File: src/rtl/id_stage_hazard.sv
// Decode stage with register file, operand forwarding, hazard stalls,
// branch/jump resolution in ID, an ID/EX pipeline register and a saturating stall counter.
module id_stage_hazard #(
  parameter int XLEN   = 32,
  parameter int FWD_EN = 1,
  parameter int CNT_W  = 16
) (
  input  logic              clk,
  input  logic              rst,
  input  logic              id_valid,
  input  logic [31:0]       id_instruction,
  input  logic [XLEN-1:0]   id_pc_4,
  input  logic              dec_useRs,
  input  logic              dec_useRt,
  input  logic [1:0]        dec_branch,
  input  logic              dec_jump,
  input  logic              dec_jal,
  input  logic              dec_regWrite,
  input  logic              dec_memRead,
  input  logic              dec_writeRtOrRd,
  input  logic              dec_zeroExt,
  input  logic              ex_regWrite,
  input  logic              ex_memRead,
  input  logic [4:0]        ex_writeAddr,
  input  logic [XLEN-1:0]   ex_aluResult,
  input  logic              mem_regWrite,
  input  logic [4:0]        mem_writeAddr,
  input  logic [XLEN-1:0]   mem_result,
  input  logic              wb_regWrite,
  input  logic [4:0]        wb_writeAddr,
  input  logic [XLEN-1:0]   wb_writeData,
  input  logic [4:0]        debug_addr,
  output logic [XLEN-1:0]   debug_data_reg,
  output logic              stall,
  output logic              redirect,
  output logic [XLEN-1:0]   redirectPc,
  output logic              idex_valid,
  output logic              idex_regWrite,
  output logic              idex_memRead,
  output logic [XLEN-1:0]   idex_rsData,
  output logic [XLEN-1:0]   idex_rtData,
  output logic [XLEN-1:0]   idex_imm,
  output logic [4:0]        idex_writeAddr,
  output logic [31:0]       idex_instruction,
  output logic [CNT_W-1:0]  stallCount
);

  localparam bit FWD = (FWD_EN != 0);

  logic [XLEN-1:0] regFile [32];
  logic [4:0]      rsAddr, rtAddr, rdAddr;
  logic [4:0]      srcAddr [2];
  logic            srcUse  [2];
  logic [XLEN-1:0] srcVal  [2];
  logic            srcHaz  [2];
  logic [XLEN-1:0] rsVal, rtVal, immSext, immZext, immVal, opA, opB;
  logic [4:0]      writeAddr;
  logic            isJr, taken;

  assign rsAddr     = id_instruction[25:21];
  assign rtAddr     = id_instruction[20:16];
  assign rdAddr     = id_instruction[15:11];
  assign srcAddr[0] = rsAddr;
  assign srcAddr[1] = rtAddr;
  assign srcUse[0]  = dec_useRs;
  assign srcUse[1]  = dec_useRt;

  always_ff @(posedge clk) begin
    if (rst) begin
      regFile <= '{default: '0};
    end else if (wb_regWrite && wb_writeAddr != 5'd0) begin
      regFile[wb_writeAddr] <= wb_writeData;
    end
  end

  assign debug_data_reg = regFile[debug_addr];

  // Later assignments override earlier ones, so the order below is lowest to highest priority.
  for (genvar g = 0; g < 2; g++) begin : gSrc
    always_comb begin
      srcVal[g] = regFile[srcAddr[g]];
      if (wb_regWrite && wb_writeAddr == srcAddr[g])
        srcVal[g] = wb_writeData;
      if (FWD && mem_regWrite && mem_writeAddr == srcAddr[g])
        srcVal[g] = mem_result;
      if (FWD && ex_regWrite && !ex_memRead && ex_writeAddr == srcAddr[g])
        srcVal[g] = ex_aluResult;
      if (srcAddr[g] == 5'd0)
        srcVal[g] = '0;
      srcHaz[g] = srcUse[g] && (srcAddr[g] != 5'd0) &&
                  ((ex_memRead && ex_writeAddr == srcAddr[g]) ||
                   (!FWD && ((ex_regWrite && ex_writeAddr == srcAddr[g]) ||
                             (mem_regWrite && mem_writeAddr == srcAddr[g]))));
    end
  end

  assign rsVal = srcVal[0];
  assign rtVal = srcVal[1];
  assign stall = id_valid && (srcHaz[0] || srcHaz[1]);

  assign immSext = {{(XLEN-16){id_instruction[15]}}, id_instruction[15:0]};
  assign immZext = {{(XLEN-16){1'b0}}, id_instruction[15:0]};
  assign immVal  = dec_zeroExt ? immZext : immSext;

  always_comb begin
    isJr  = (dec_branch == 2'b11);
    taken = dec_jump || isJr ||
            (dec_branch == 2'b01 && rsVal == rtVal) ||
            (dec_branch == 2'b10 && rsVal != rtVal);
    if (isJr)
      redirectPc = rsVal;
    else if (dec_jump)
      redirectPc = {id_pc_4[XLEN-1:28], id_instruction[25:0], 2'b00};
    else
      redirectPc = id_pc_4 + {immSext[XLEN-3:0], 2'b00};
  end

  assign redirect  = id_valid && !stall && taken;
  assign writeAddr = dec_jal ? 5'd31 : (dec_writeRtOrRd ? rtAddr : rdAddr);
  // jal hands EX pc_4 + 0 so the ordinary ALU add produces the link value.
  assign opA       = dec_jal ? id_pc_4 : rsVal;
  assign opB       = dec_jal ? '0 : rtVal;

  // Reset and bubble share one branch: a bubble clears every field, same as reset.
  always_ff @(posedge clk) begin
    if (rst || stall || !id_valid) begin
      idex_valid       <= 1'b0;
      idex_regWrite    <= 1'b0;
      idex_memRead     <= 1'b0;
      idex_rsData      <= '0;
      idex_rtData      <= '0;
      idex_imm         <= '0;
      idex_writeAddr   <= '0;
      idex_instruction <= '0;
    end else begin
      idex_valid       <= 1'b1;
      idex_regWrite    <= dec_regWrite;
      idex_memRead     <= dec_memRead;
      idex_rsData      <= opA;
      idex_rtData      <= opB;
      idex_imm         <= immVal;
      idex_writeAddr   <= writeAddr;
      idex_instruction <= id_instruction;
    end
  end

  always_ff @(posedge clk) begin
    if (rst)
      stallCount <= '0;
    else if (stall && stallCount != '1)
      stallCount <= stallCount + CNT_W'(1);
  end

endmodule

File: config.mk
export PLATFORM = sky130hd
export DESIGN_NAME = id_stage_hazard
export DESIGN_NICKNAME = d
export VERILOG_FILES = /design/src/rtl/id_stage_hazard.sv
export SDC_FILE = /design/constraint.sdc
export NUM_CORES = 2
export LEC_CHECK = 0
export CAP_MARGIN = 5
export CORE_MARGIN = 1
export CORE_UTILIZATION = 40
export CTS_CLUSTER_DIAMETER = 30
export DETAILED_ROUTE_END_ITERATION = 12
export GPL_TIMING_DRIVEN = 1
export HOLD_SLACK_MARGIN = 0.08
export SYNTH_ARGS = -nofsm -noshare
export SYNTH_HDL_FRONTEND = slang
export SYNTH_SLANG_ARGS = --single-unit
export TNS_END_PERCENT = 10
File: constraint.sdc
create_clock -name clk -period 9.9 [get_ports clk]
set_input_delay 2.97 -clock clk [delete_from_list [all_inputs] [get_ports clk]]
set_output_delay 2.97 -clock clk [all_outputs]
set_load 0.01 [all_outputs]
==> qor.csv <==
metric;value;unit
status;finished with violations;
failing checks;negative setup slack;
Core ar.;170000;um^2
Layout Cells excl Fill;10600;
worst hold slack;0.475;ns
adder-cell area share of the yosys netlist;0.576;%
nets@finish;8427;
Final GP Congestion;1.05;
final setup margin;-0.180;ns
Initial Utilization;40.4;%
Routed Antenna Nets;0;
main combinational cell family by area after synthesis;multiplexers;
GRT Total Usage;41.3;%
Buffers on Ports;414;
critical path class;input pin to output port;
Post-Synthesis Cells;7499;
dpl hpwl;239000;um
via density per instance;6.67;
worst vdd ir;0.000193;V
Skew-Pair Late Insertion Delay;0.95;ns
CTS H-tree depth;5;
post-layout util;53.0;%
Remaining Overflow, GRT;0;
YS warnings;0;
critical path depth in cells;17;
Post-DP Area;79400;um^2
R2R Path End;idex_rsData[12];
Hold Crit Class;register to register;
TritonRoute pass-1 iters;8;
final period utilization;102;%
clk root buf;clkbuf_16;
Synth Flop Type;dfxtp_1;
Post-Synth Simple-Gate Area;16.4;%
max incr delay on CP;0.61;ns
Site Rows;151;
Placed Cells;10100;
#FFs+latches synth;1145;
post-route cell area;90000;um^2
TritonCTS buffer count;290;
DIE AREA;173000;um^2
Slew headroom;17.8;%
crit path DAT;7.11;ns
Slew Viols, Final;0;
Max Cap Violations;0;
CP Launch Type;input pin;
LEAKAGE;32.2;nW
fill cell count;15000;
fmax;0.0992;GHz
vias after detailed routing;71000;
r2r setup slk;6.84;ns
Final Hold Viols;0;
minimum clock period;10.08;ns
Die Width;416;um
Mapped Area;68600;um^2
share of cells above drive strength 1;27.2;%
Die Span Y;416;um
cell family with most CP delay;buffers and inverters;
final WL;368000;um
most used cell, CP;buf_4;
Longest Clk Path Bufs;4;
Async SR Flop Fraction;0;%
Final Skew;0.0585;ns
Top Ports;415;
Compound-Gate Fraction of Synth Area;13.8;%
commonest non-fill, non-tap cell in the layout;nand2_1;
CTS tree;done;
worst-path maximum fanout;25;
largest net degree at the start of global routing;222;
xor-xnor portion of the synthesized cell area;1.15;%
first-pass GRT wire length;510000;um
worst-margin pin slew;1.23;ns
pwr dens;181;nW/um^2
mux share of post-synthesis cell area;29.1;%
wire length per cell;34.6;um
CTS sink cnt;1145;
post-synthesis sequential area ratio;33.4;%
Total Power;16.3;mW
First DRT Iteration DRCs;11700;
Avg Inst Size Synth;9.15;um^2
Buf+Inv Stages, Crit Path;6;
worst path required time;6.93;ns
post-synthesis net count;7727;
worst setup path start;id_instruction[20];
EDFF count, synth;0;
Layout area overhead;31.2;%
initial antenna violation count;28;
Worst setup EP type;output port;
count of cell types in the netlist;93;
R2R depth;7;
Slowest-stage cell, CP;buf_4;
Setup crit end;redirect;
drc violations;0;
worst-path cell chain;buf_2, or3_1, buf_4, o22ai_1, a211oi_1, a21oi_1, buf_4, a21o_1, buf_4, o21ai_2, nand4b_1, nor4_2, buf_4, nand4_1, mux2_4, a211oi_2, clkbuf_2;
final setup vio count;1;
commonest non-fill, non-tap cells in the layout;nand2_1, dfxtp_1, a21oi_1, mux4_2, buf_4;
Clock transition at path regs;0.04;ns
vias in the first global route;67200;
Worst R2R Start;regFile[908];
RSZ-0062 raised after global routing;yes;
worst min path at each step:
stage / start / endpoint / slack, ns / cells after the start
after floorplan: regFile[160] / regFile[160] / 0.45 / 2
after global placement: regFile[608] / regFile[608] / 0.46 / 2
after detailed placement: regFile[170] / regFile[170] / 0.47 / 2
after CTS: regFile[17] / regFile[17] / 0.48 / 2
after global routing: regFile[106] / regFile[106] / 0.49 / 2
final: regFile[17] / regFile[17] / 0.48 / 2
synth_stat cells, types with 28 or more instances:
library cell | count | area share, %
nand2_1 | 2161 | 12
dfxtp_1 | 1145 | 33
a21oi_1 | 1112 | 8.1
mux4_2 | 742 | 24
clkbuf_1 | 566 | 3.1
mux2i_1 | 233 | 3.4
nor2_1 | 204 | 1.1
nand3_1 | 88 | 0.64
a22oi_1 | 79 | 0.86
mux2_2 | 77 | 1.3
buf_4 | 69 | 0.76
nor2b_1 | 63 | 0.57
buf_2 | 61 | 0.45
xnor2_1 | 60 | 0.77
and2_1 | 55 | 0.50
buf_1 | 52 | 0.28
o221ai_1 | 51 | 0.65
a211oi_1 | 50 | 0.55
a221oi_1 | 41 | 0.52
o21ai_0 | 40 | 0.29
buf_6 | 32 | 0.53
ha_1 | 30 | 0.55
xor2_1 | 30 | 0.38
a31oi_1 | 28 | 0.26
and3_1 | 28 | 0.26
nor3_1 | 28 | 0.20
repair_timing:
item,4_1_cts,5_1_grt
hold buffers,0,0
setup buffers,8,0
setup endpoints to repair,13,9
gates cloned,4,0
pin swaps,15,14
gates resized for setup,73,39
worst register-to-register path, stage by stage, from the launching register on:
cell     delay, ns
dfxtp_1       0.34
mux4_2        0.50
mux4_2        0.49
o22ai_1       0.79
o21ai_0       0.34
buf_4         0.24
mux2i_1       0.13
nor2_1        0.05
power breakdown:
part / switching, mW / leakage [nW] / internal, mW
clock: 3.07 / 4.78 / 6.64
combinational: 1.13 / 18.2 / 0.744
sequential: 0.0373 / 9.24 / 4.67
total: 4.24 / 32.2 / 12.1
routing by layer:
layer  global-route usage, %  wire (um)  up-vias
met5                   0.889        380        -
met4                    36.6      38800       26
met3                    16.9      55700     1942
met2                    60.0     154000     6499
met1                    46.5     119000    33900
li1                        -          -    28600
sequential cells by signal (all words and copies together), names as in the netlist:
register and flops:
idex_instruction 17, regFile 1024, idex_rtData 32, idex_rsData 32
stallCount 16, idex_imm 16, idex_memRead 1, idex_valid 1
idex_writeAddr 5, idex_regWrite 1
logic make-up (layout without fill, tap and decap cells):
group,count (synthesis),after routing
compound gates,1602,1602
simple gates,2746,2746
xor+xnor,90,90
buf+inv,831,1742
flops,1145,1145
fa+ha+maj,31,31
other cells,0,12
mux,1054,1054
stage by stage:
| step | worst slack (ns) | TNS [ns] |
|---|---|---|
| 6_report | -0.180 | -0.180 |
| 5_1_grt | -0.175 | -0.228 |
| 4_1_cts | -0.0908 | -0.0908 |
| 3_5_place_dp | -0.985 | -3.23 |
| 3_3_place_gp | -1.06 | -3.05 |
| 2_1_floorplan | 0.753 | 0 |
final cells by class:
type                       instances  area, um^2  area share [%]
antenna                           12        30.0          0.0334
inverter                          24        93.8           0.104
sequential                      1145       22900            25.5
multi-input combinational       5523       42800            47.5
clock inverter                   128        1680            1.87
tap                             2218        2780            3.08
clock buffer                     375        8180            9.09
timing repair buffer            1215       11500            12.8
(Power assumes the default switching activity.)
